<file path="src/rtl/arm_pkg.sv">
// ARM-subset constants, control bundle and decode helpers.
// Shared by the decode stage and its register file.
package arm_pkg;

  localparam logic [1:0] MODE_DP  = 2'b00;
  localparam logic [1:0] MODE_MEM = 2'b01;
  localparam logic [1:0] MODE_BR  = 2'b10;

  localparam logic [3:0] CMD_NOP = 4'b0000;
  localparam logic [3:0] CMD_MOV = 4'b0001;
  localparam logic [3:0] CMD_MVN = 4'b1001;
  localparam logic [3:0] CMD_ADD = 4'b0010;
  localparam logic [3:0] CMD_ADC = 4'b0011;
  localparam logic [3:0] CMD_SUB = 4'b0100;
  localparam logic [3:0] CMD_SBC = 4'b0101;
  localparam logic [3:0] CMD_AND = 4'b0110;
  localparam logic [3:0] CMD_ORR = 4'b0111;
  localparam logic [3:0] CMD_EOR = 4'b1000;

  localparam logic [3:0] OP_AND = 4'b0000;
  localparam logic [3:0] OP_EOR = 4'b0001;
  localparam logic [3:0] OP_SUB = 4'b0010;
  localparam logic [3:0] OP_ADD = 4'b0100;
  localparam logic [3:0] OP_ADC = 4'b0101;
  localparam logic [3:0] OP_SBC = 4'b0110;
  localparam logic [3:0] OP_TST = 4'b1000;
  localparam logic [3:0] OP_CMP = 4'b1010;
  localparam logic [3:0] OP_ORR = 4'b1100;
  localparam logic [3:0] OP_MOV = 4'b1101;
  localparam logic [3:0] OP_MVN = 4'b1111;

  localparam logic [3:0] COND_EQ = 4'b0000;
  localparam logic [3:0] COND_NE = 4'b0001;
  localparam logic [3:0] COND_CS = 4'b0010;
  localparam logic [3:0] COND_CC = 4'b0011;
  localparam logic [3:0] COND_MI = 4'b0100;
  localparam logic [3:0] COND_PL = 4'b0101;
  localparam logic [3:0] COND_VS = 4'b0110;
  localparam logic [3:0] COND_VC = 4'b0111;
  localparam logic [3:0] COND_HI = 4'b1000;
  localparam logic [3:0] COND_LS = 4'b1001;
  localparam logic [3:0] COND_GE = 4'b1010;
  localparam logic [3:0] COND_LT = 4'b1011;
  localparam logic [3:0] COND_GT = 4'b1100;
  localparam logic [3:0] COND_LE = 4'b1101;
  localparam logic [3:0] COND_AL = 4'b1110;

  localparam int SR_N = 3;
  localparam int SR_Z = 2;
  localparam int SR_C = 1;
  localparam int SR_V = 0;

  typedef struct packed {
    logic       wb_en;
    logic       mem_r_en;
    logic       mem_w_en;
    logic       b;
    logic       s;
    logic [3:0] exe_cmd;
  } ctrl_t;

  function automatic ctrl_t decode_ctrl(
    input logic [31:0] instr
  );
    ctrl_t c;
    c = '0;
    unique case (instr[27:26])
      MODE_DP: begin
        c.s = instr[20];
        case (instr[24:21])
          OP_MOV: c.exe_cmd = CMD_MOV;
          OP_MVN: c.exe_cmd = CMD_MVN;
          OP_ADD: c.exe_cmd = CMD_ADD;
          OP_ADC: c.exe_cmd = CMD_ADC;
          OP_SUB: c.exe_cmd = CMD_SUB;
          OP_SBC: c.exe_cmd = CMD_SBC;
          OP_AND: c.exe_cmd = CMD_AND;
          OP_ORR: c.exe_cmd = CMD_ORR;
          OP_EOR: c.exe_cmd = CMD_EOR;
          OP_CMP: c.exe_cmd = CMD_SUB;
          OP_TST: c.exe_cmd = CMD_AND;
          default: c.exe_cmd = CMD_NOP;
        endcase
        // compares only set flags
        c.wb_en = (c.exe_cmd != CMD_NOP) &&
                  (instr[24:21] != OP_CMP) &&
                  (instr[24:21] != OP_TST);
      end
      MODE_MEM: begin
        c.exe_cmd  = CMD_ADD;
        c.mem_r_en = instr[20];
        c.wb_en    = instr[20];
        c.mem_w_en = !instr[20];
      end
      MODE_BR: c.b = 1'b1;
      default: c = '0;
    endcase
    return c;
  endfunction

  function automatic logic cond_pass(
    input logic [3:0] cond,
    input logic [3:0] sr
  );
    logic n, z, c, v, p;
    n = sr[SR_N];
    z = sr[SR_Z];
    c = sr[SR_C];
    v = sr[SR_V];
    case (cond)
      COND_EQ: p = z;
      COND_NE: p = !z;
      COND_CS: p = c;
      COND_CC: p = !c;
      COND_MI: p = n;
      COND_PL: p = !n;
      COND_VS: p = v;
      COND_VC: p = !v;
      COND_HI: p = c && !z;
      COND_LS: p = !c || z;
      COND_GE: p = (n == v);
      COND_LT: p = (n != v);
      COND_GT: p = !z && (n == v);
      COND_LE: p = z || (n != v);
      COND_AL: p = 1'b1;
      default: p = 1'b0;
    endcase
    return p;
  endfunction

endpackage

</file>
<file path="src/rtl/reg_file_bp.sv">
// GPR file: sync write, async read, sync reset pattern.
// ID_WB_BYPASS_EN makes reads write-first for wb_dest.
module reg_file_bp
  import arm_pkg::*;
#(
  parameter int DATA_W      = 32,
  parameter int REG_AW      = 4,
  parameter int NUM_REGS    = 15,
  parameter int RF_INIT_IDX = 1
) (
  input  logic              clk,
  input  logic              rst,
  input  logic              we,
  input  logic [REG_AW-1:0] waddr,
  input  logic [DATA_W-1:0] wdata,
  input  logic [REG_AW-1:0] raddr1,
  input  logic [REG_AW-1:0] raddr2,
  output logic [DATA_W-1:0] rdata1,
  output logic [DATA_W-1:0] rdata2
);

  localparam logic [REG_AW:0] NR =
    (REG_AW+1)'(NUM_REGS);

  logic [DATA_W-1:0] mem_q [NUM_REGS];
  logic [DATA_W-1:0] mem_d [NUM_REGS];

  logic w_ok, r1_ok, r2_ok;

  always_comb begin
    w_ok  = {1'b0, waddr}  < NR;
    r1_ok = {1'b0, raddr1} < NR;
    r2_ok = {1'b0, raddr2} < NR;
    mem_d = mem_q;
    if (we && w_ok) mem_d[waddr] = wdata;
  end

  always_comb begin
    rdata1 = '0;
    rdata2 = '0;
    if (r1_ok) rdata1 = mem_q[raddr1];
    if (r2_ok) rdata2 = mem_q[raddr2];
`ifdef ID_WB_BYPASS_EN
    if (we && w_ok && raddr1 == waddr)
      rdata1 = wdata;
    if (we && w_ok && raddr2 == waddr)
      rdata2 = wdata;
`endif
  end

  always_ff @(posedge clk) begin
    if (rst) begin
      for (int i = 0; i < NUM_REGS; i++)
        mem_q[i] <= (RF_INIT_IDX != 0) ?
                    DATA_W'(i) : '0;
    end else begin
      mem_q <= mem_d;
    end
  end

endmodule

</file>
<file path="src/rtl/id_stage_pipe.sv">
// Decode stage: RF read, cond check, RAW hazard, ID/EX reg.
// Macro ID_WB_BYPASS_EN: write-first RF, no wb hazard term.
module id_stage_pipe
  import arm_pkg::*;
#(
  parameter int DATA_W      = 32,
  parameter int REG_AW      = 4,
  parameter int NUM_REGS    = 15,
  parameter int RF_INIT_IDX = 1
) (
  input  logic              clk,
  input  logic              rst,
  input  logic [31:0]       instr_in,
  input  logic [DATA_W-1:0] pc_in,
  input  logic              in_valid,
  input  logic              freeze,
  input  logic              flush,
  input  logic [3:0]        sr,
  input  logic              wb_en_in,
  input  logic [REG_AW-1:0] wb_dest,
  input  logic [DATA_W-1:0] wb_value,
  input  logic              ex_wb_en,
  input  logic [REG_AW-1:0] ex_dest,
  input  logic              mem_wb_en,
  input  logic [REG_AW-1:0] mem_dest,
  output logic              hazard_stall,
  output logic              id_valid,
  output logic              wb_en,
  output logic              mem_r_en,
  output logic              mem_w_en,
  output logic              b,
  output logic              s,
  output logic [3:0]        exe_cmd,
  output logic [DATA_W-1:0] val_rn,
  output logic [DATA_W-1:0] val_rm,
  output logic              imm,
  output logic [11:0]       shift_operand,
  output logic [23:0]       signed_imm_24,
  output logic [REG_AW-1:0] dest,
  output logic [REG_AW-1:0] src1,
  output logic [REG_AW-1:0] src2,
  output logic              use_src1,
  output logic              use_src2,
  output logic [DATA_W-1:0] pc_out
);

  typedef struct packed {
    logic              id_valid;
    ctrl_t             ctrl;
    logic [DATA_W-1:0] val_rn;
    logic [DATA_W-1:0] val_rm;
    logic              imm;
    logic [11:0]       shift_operand;
    logic [23:0]       signed_imm_24;
    logic [REG_AW-1:0] dest;
    logic [REG_AW-1:0] src1;
    logic [REG_AW-1:0] src2;
    logic              use_src1;
    logic              use_src2;
    logic [DATA_W-1:0] pc;
  } id_ex_t;

  id_ex_t id_ex_q, id_ex_d;
  id_ex_t dec_c, bub_c;

  ctrl_t             ctrl_c;
  logic [1:0]        mode_c;
  logic              cond_ok;
  logic              is_str, is_mov;
  logic [REG_AW-1:0] src1_c, src2_c;
  logic              use1_c, use2_c;
  logic              hit1, hit2;
  logic [DATA_W-1:0] rn_c, rm_c;

  reg_file_bp #(
    .DATA_W      (DATA_W),
    .REG_AW      (REG_AW),
    .NUM_REGS    (NUM_REGS),
    .RF_INIT_IDX (RF_INIT_IDX)
  ) u_rf (
    .clk    (clk),
    .rst    (rst),
    .we     (wb_en_in),
    .waddr  (wb_dest),
    .wdata  (wb_value),
    .raddr1 (src1_c),
    .raddr2 (src2_c),
    .rdata1 (rn_c),
    .rdata2 (rm_c)
  );

  always_comb begin
    mode_c  = instr_in[27:26];
    ctrl_c  = decode_ctrl(instr_in);
    cond_ok = cond_pass(instr_in[31:28], sr);
    is_str  = (mode_c == MODE_MEM) && !instr_in[20];
    is_mov  = (mode_c == MODE_DP) &&
              ((instr_in[24:21] == OP_MOV) ||
               (instr_in[24:21] == OP_MVN));
    src1_c  = REG_AW'(instr_in[19:16]);
    src2_c  = is_str ? REG_AW'(instr_in[15:12])
                     : REG_AW'(instr_in[3:0]);
    use1_c  = !(is_mov || (mode_c == MODE_BR));
    use2_c  = ((mode_c == MODE_DP) && !instr_in[25])
              || is_str;
  end

  always_comb begin
    hit1 = (ex_wb_en  && src1_c == ex_dest) ||
           (mem_wb_en && src1_c == mem_dest);
    hit2 = (ex_wb_en  && src2_c == ex_dest) ||
           (mem_wb_en && src2_c == mem_dest);
`ifndef ID_WB_BYPASS_EN
    // pre-write read: the wb value is not yet visible
    hit1 = hit1 || (wb_en_in && src1_c == wb_dest);
    hit2 = hit2 || (wb_en_in && src2_c == wb_dest);
`endif
    hazard_stall = in_valid &&
                   ((use1_c && hit1) || (use2_c && hit2));
  end

  always_comb begin
    dec_c               = '0;
    dec_c.id_valid      = 1'b1;
    dec_c.ctrl          = ctrl_c;
    dec_c.val_rn        = rn_c;
    dec_c.val_rm        = rm_c;
    dec_c.imm           = instr_in[25];
    dec_c.shift_operand = instr_in[11:0];
    dec_c.signed_imm_24 = instr_in[23:0];
    dec_c.dest          = REG_AW'(instr_in[15:12]);
    dec_c.src1          = src1_c;
    dec_c.src2          = src2_c;
    dec_c.use_src1      = use1_c;
    dec_c.use_src2      = use2_c;
    dec_c.pc            = pc_in;

    // bubble keeps the datapath fields, kills controls
    bub_c          = dec_c;
    bub_c.id_valid = 1'b0;
    bub_c.ctrl     = '0;

    id_ex_d = id_ex_q;
    if (flush)
      id_ex_d = bub_c;
    else if (freeze)
      id_ex_d = id_ex_q;
    else if (!in_valid || hazard_stall || !cond_ok)
      id_ex_d = bub_c;
    else
      id_ex_d = dec_c;
  end

  always_ff @(posedge clk) begin
    if (rst) id_ex_q <= '0;
    else     id_ex_q <= id_ex_d;
  end

  assign id_valid      = id_ex_q.id_valid;
  assign wb_en         = id_ex_q.ctrl.wb_en;
  assign mem_r_en      = id_ex_q.ctrl.mem_r_en;
  assign mem_w_en      = id_ex_q.ctrl.mem_w_en;
  assign b             = id_ex_q.ctrl.b;
  assign s             = id_ex_q.ctrl.s;
  assign exe_cmd       = id_ex_q.ctrl.exe_cmd;
  assign val_rn        = id_ex_q.val_rn;
  assign val_rm        = id_ex_q.val_rm;
  assign imm           = id_ex_q.imm;
  assign shift_operand = id_ex_q.shift_operand;
  assign signed_imm_24 = id_ex_q.signed_imm_24;
  assign dest          = id_ex_q.dest;
  assign src1          = id_ex_q.src1;
  assign src2          = id_ex_q.src2;
  assign use_src1      = id_ex_q.use_src1;
  assign use_src2      = id_ex_q.use_src2;
  assign pc_out        = id_ex_q.pc;

endmodule
</file>
<file path="config.mk">
export PLATFORM = sky130hd
export DESIGN_NAME = id_stage_pipe
export DESIGN_NICKNAME = d
export VERILOG_FILES = /design/src/rtl/arm_pkg.sv /design/src/rtl/reg_file_bp.sv /design/src/rtl/id_stage_pipe.sv
export SDC_FILE = /design/constraint.sdc
export NUM_CORES = 2
export LEC_CHECK = 0
export CORE_UTILIZATION = 59
export CTS_CLUSTER_SIZE = 40
export DETAILED_ROUTE_END_ITERATION = 16
export GPL_TIMING_DRIVEN = 1
export PLACE_DENSITY = 0.85
export SETUP_SLACK_MARGIN = 0.05
export SLEW_MARGIN = 20
export SYNTH_ARGS = -nofsm -noshare
export SYNTH_HDL_FRONTEND = slang
export SYNTH_HIERARCHICAL = 1
export SYNTH_SLANG_ARGS = --single-unit
</file>
<file path="constraint.sdc">
create_clock -name clk -period 3.9 [get_ports clk]
set_input_delay 0.585 -clock clk [delete_from_list [all_inputs] [get_ports clk]]
set_output_delay 0.585 -clock clk [all_outputs]
set_load 0.005 [all_outputs]
</file>
==> flow_summary.yaml <==
global_routing:
  track_usage_pct: 38.5
  grt_overflow: 0
  grt_max_degree: 210
  grt_pass1_vias: 30000
  antenna_found_initial: 11
  grt_pass1_wl_um: 170000
power_and_ir_drop:
  switchingPower_mw: 3.98
  power_frac_comb_pct: 14.0
  clkPwrFrac_pct: 42.0
  sequentialPowerShare_pct: 44.0
  power.internal_mw: 10.9
  peakVddDrop_v: 0.000333
  switching_share_pct: 26.7
  power.density_nw_per_um2: 402
  power.leakage_nw: 13.4
detailed_routing:
  antenna_left: 0
  viasPerCell: 7.17
  drtIter0Drc: 4915
  route.detailed.drc: 0
  top_layer: "met5"
  met1_length_um: 39000
  dr_wl_met2_um: 49200
  via_count: 31500
  wirelength_um: 111000
  dr.pass1.iters: 7
  wl_met3_um: 15100
  avgRoutedWirePerCell_um: 25.2
clocking:
  post-cts-setup-buffers: 0
  cts_resized: 0
  cts_hold_buffers: 0
  htree_levels: 2
  clock_sinks: 617
  path_clk_slew_ns: 0.06
  clk_path_buf_depth: 3
  cts_inserted_buffers: 61
  clock_latency_ns: 0.66
  root_buffer: "clkbuf_16"
  cts_tree: "built"
synthesis:
  synth_area_per_cell_sq_um: 8.77
  yosysUniqueCellTypes: 58
  ys_warn_count: 6
  postSynthCellCount: 3649
  netlist_area_sq_um: 32000
  synth_nets: 3773
  synth_edf_count: 0
  yosysSeqAreaShare_pct: 38.6
  async_flop_share_pct: 0
  ys.flop_type: "dfxtp_1"
  ys_ff_latch: 617
timing:
  fmax_mhz: 265
  setup_tns_ns: 0
  grt_setup_unrepaired: "no"
  worst_slack_ns: 0.121
  final-setup-viol-count: 0
  min_period_ns: 3.78
  drv_slew: 0
  post-route-period-util_pct: 96.9
  skew_ns: 0.0237
  worst_pin_slew_ns: 1.09
  hold_violations: 0
  slew_headroom_pct: 27.3
finish:
  n_fill_cell: 3827
  syn2layout_area_growth_pct: 15.9
  drive_gt1_share_pct: 9.98
  multi_input_area_sq_um: 17500
  final_common_cell: "dfxtp_1"
  ff_latch_area_sq_um: 12400
  final_cell_mix: "dfxtp_1 (617), a21oi_1 (580), nand3_1 (465)"
  utilization_pct: 69.1
  final_nets: 3766
die:
  die_y_um: 235
  die_w_um: 235
  placementRows: 85
  dieArea_sq_um: 55200
  io_pins: 278
  coreArea_sq_um: 53700
  start_util_pct: 59.6
setup_path:
  cp.required_ns: 3.31
  crit_arrival_ns: 3.19
  cp_slowest_cell: "or4_1"
  path_common_cell: "clkdlybuf4s50_1"
  worstReg2RegEnd: "val_rn[2]"
  critPathBufInv: 3
  crit_path_max_incr_delay_ns: 0.54
  cp-end-kind: "primary output"
  critPathTopFamily: "buffers and inverters"
  cp-start-kind: "primary input"
  regToRegStartpoint: "u_rf/mem_q[290]"
  crit_type: "primary input to primary output"
  cp_max_fo: 8
  worstPathCellList: "clkdlybuf4s50_1 > nor3b_4 > buf_12 > mux2i_4 > xnor2_1 > nor4_1 > or4_1 > and2_1 > clkdlybuf4s50_1"
  r2r_slack_ns: 2.08
  rr_worst_depth: 5
placement:
  pre_cts_ws_ns: 0.118
  place_hpwl_um: 61400
  routabilityCongestion: 0.890
  io_buffers: 277
worst_hold_path:
  whs_endpoint: "signed_imm_24[17]"
  worst_hold_path.num_cells: 3
  min-delay-start: "instr_in[17]"
  hp-class: "primary input to flip-flop"
run_status:
  outcome: "finished, final reports clean"
flow_run:
  maxCapViolCount: 0
[power by group through the flow]
| stage | Sequential, mW | Clock, mW | Combinational, mW |
|---|---|---|---|
| floorplan | 6.67 | 0 | 1.14 |
| global placement | 6.69 | 0 | 1.96 |
| detailed placement | 6.70 | 0 | 1.98 |
| global route | 6.58 | 6.52 | 2.14 |
| finish | 6.57 | 6.26 | 2.08 |
| CTS | 6.56 | 6.25 | 2.00 |
[state kept, by name, indices dropped and copies added, names as in the netlist]
name,flops
b,1
exe_cmd,4
id_valid,1
imm,1
mem_r_en,1
mem_w_en,1
pc_out,32
s,1
shift_operand,11
signed_imm_24,13
src2,4
u_rf/mem_q,480
use_src1,1
use_src2,1
val_rm,32
val_rn,32
wb_en,1
[tightest hold or removal path: cells and delay by family]
kind	cells	cell delay, ns
buffers and inverters	1	0.13
and+or+nand+nor	1	0.07
AOI/OAI and AO/OA	1	0.06
[metal layers]
layer,up-vias,GRT usage [%]
li1,13500,-
met1,14900,47.4
met4,10,24.6
met2,2532,59.0
met5,-,0
met3,601,11.3
[worst max-delay path by stage]
stage | slack [ns] | endpoint | startpoint | depth (start not counted)
floorplan | 0.92 | hazard_stall | instr_in[26] | 9
global placement | 0.12 | hazard_stall | instr_in[27] | 9
detailed placement | 0.12 | hazard_stall | instr_in[27] | 9
CTS | 0.11 | hazard_stall | instr_in[27] | 9
global route | 0.01 | hazard_stall | instr_in[20] | 9
finish | 0.12 | hazard_stall | instr_in[27] | 9
[final cells by class]
type / instances / share of cell area, %
multi-input cells: 2530 / 47.3
flip-flops and latches: 617 / 33.3
repair buffers: 390 / 10.9
clock buffers: 88 / 4.91
well taps: 696 / 2.35
clock inverters: 22 / 0.786
inverters: 42 / 0.452
diodes: 9 / 0.0607
[synthesized netlist by cell type (3+ instances only)]
cell type / n / share of area, %
clkbuf_1: 320 / 3.8
a311o_1: 3 / 0.094
a211o_1: 21 / 0.57
and2_1: 4 / 0.078
inv_1: 42 / 0.49
a31oi_1: 5 / 0.098
a22oi_1: 64 / 1.5
o211a_1: 64 / 2.0
buf_1: 27 / 0.32
nand3b_1: 6 / 0.14
mux4_1: 75 / 6.2
nand3_1: 466 / 7.3
nand2b_1: 6 / 0.12
nor3_1: 4 / 0.063
and3b_1: 4 / 0.11
ha_1: 4 / 0.16
nor4_1: 3 / 0.059
buf_4: 46 / 1.1
nor2_1: 9 / 0.11
xor2_1: 14 / 0.38
nand2_1: 270 / 3.2
mux2i_1: 201 / 6.3
dfxtp_1: 617 / 39
nor2b_1: 6 / 0.12
nor3b_1: 4 / 0.094
a21oi_1: 580 / 9.1
mux4_2: 53 / 3.7
o21ai_1: 14 / 0.22
nand4_1: 3 / 0.059
o21ai_0: 453 / 7.1
a211oi_1: 5 / 0.12
and3_1: 23 / 0.45
buf_6: 18 / 0.63
mux2_2: 64 / 2.3
buf_2: 45 / 0.70
xnor2_1: 13 / 0.36
o31ai_1: 4 / 0.094
o221ai_1: 64 / 1.8
[kinds of logic after synthesis]
family	synth area share [%]
AO/OA/AOI/OAI	22.8
AND/OR/NAND/NOR	12.2
flip-flops	38.6
buffers and inverters	7.09
multiplexers	18.5
XOR/XNOR	0.739
adder cells (fa/ha/maj)	0.156
[through the flow]
step	instances	power [mW]	area, sq um	hold slack, ns
finish	4394	14.9	37100	0.261
global route	4389	15.2	37100	0.258
global placement	4275	8.65	34900	0.437
detailed placement	4275	8.68	34900	0.443
CTS	4385	14.8	37000	0.250
floorplan	3649	7.81	32000	0.441
Note: power is estimated with default switching activity, not from simulation.
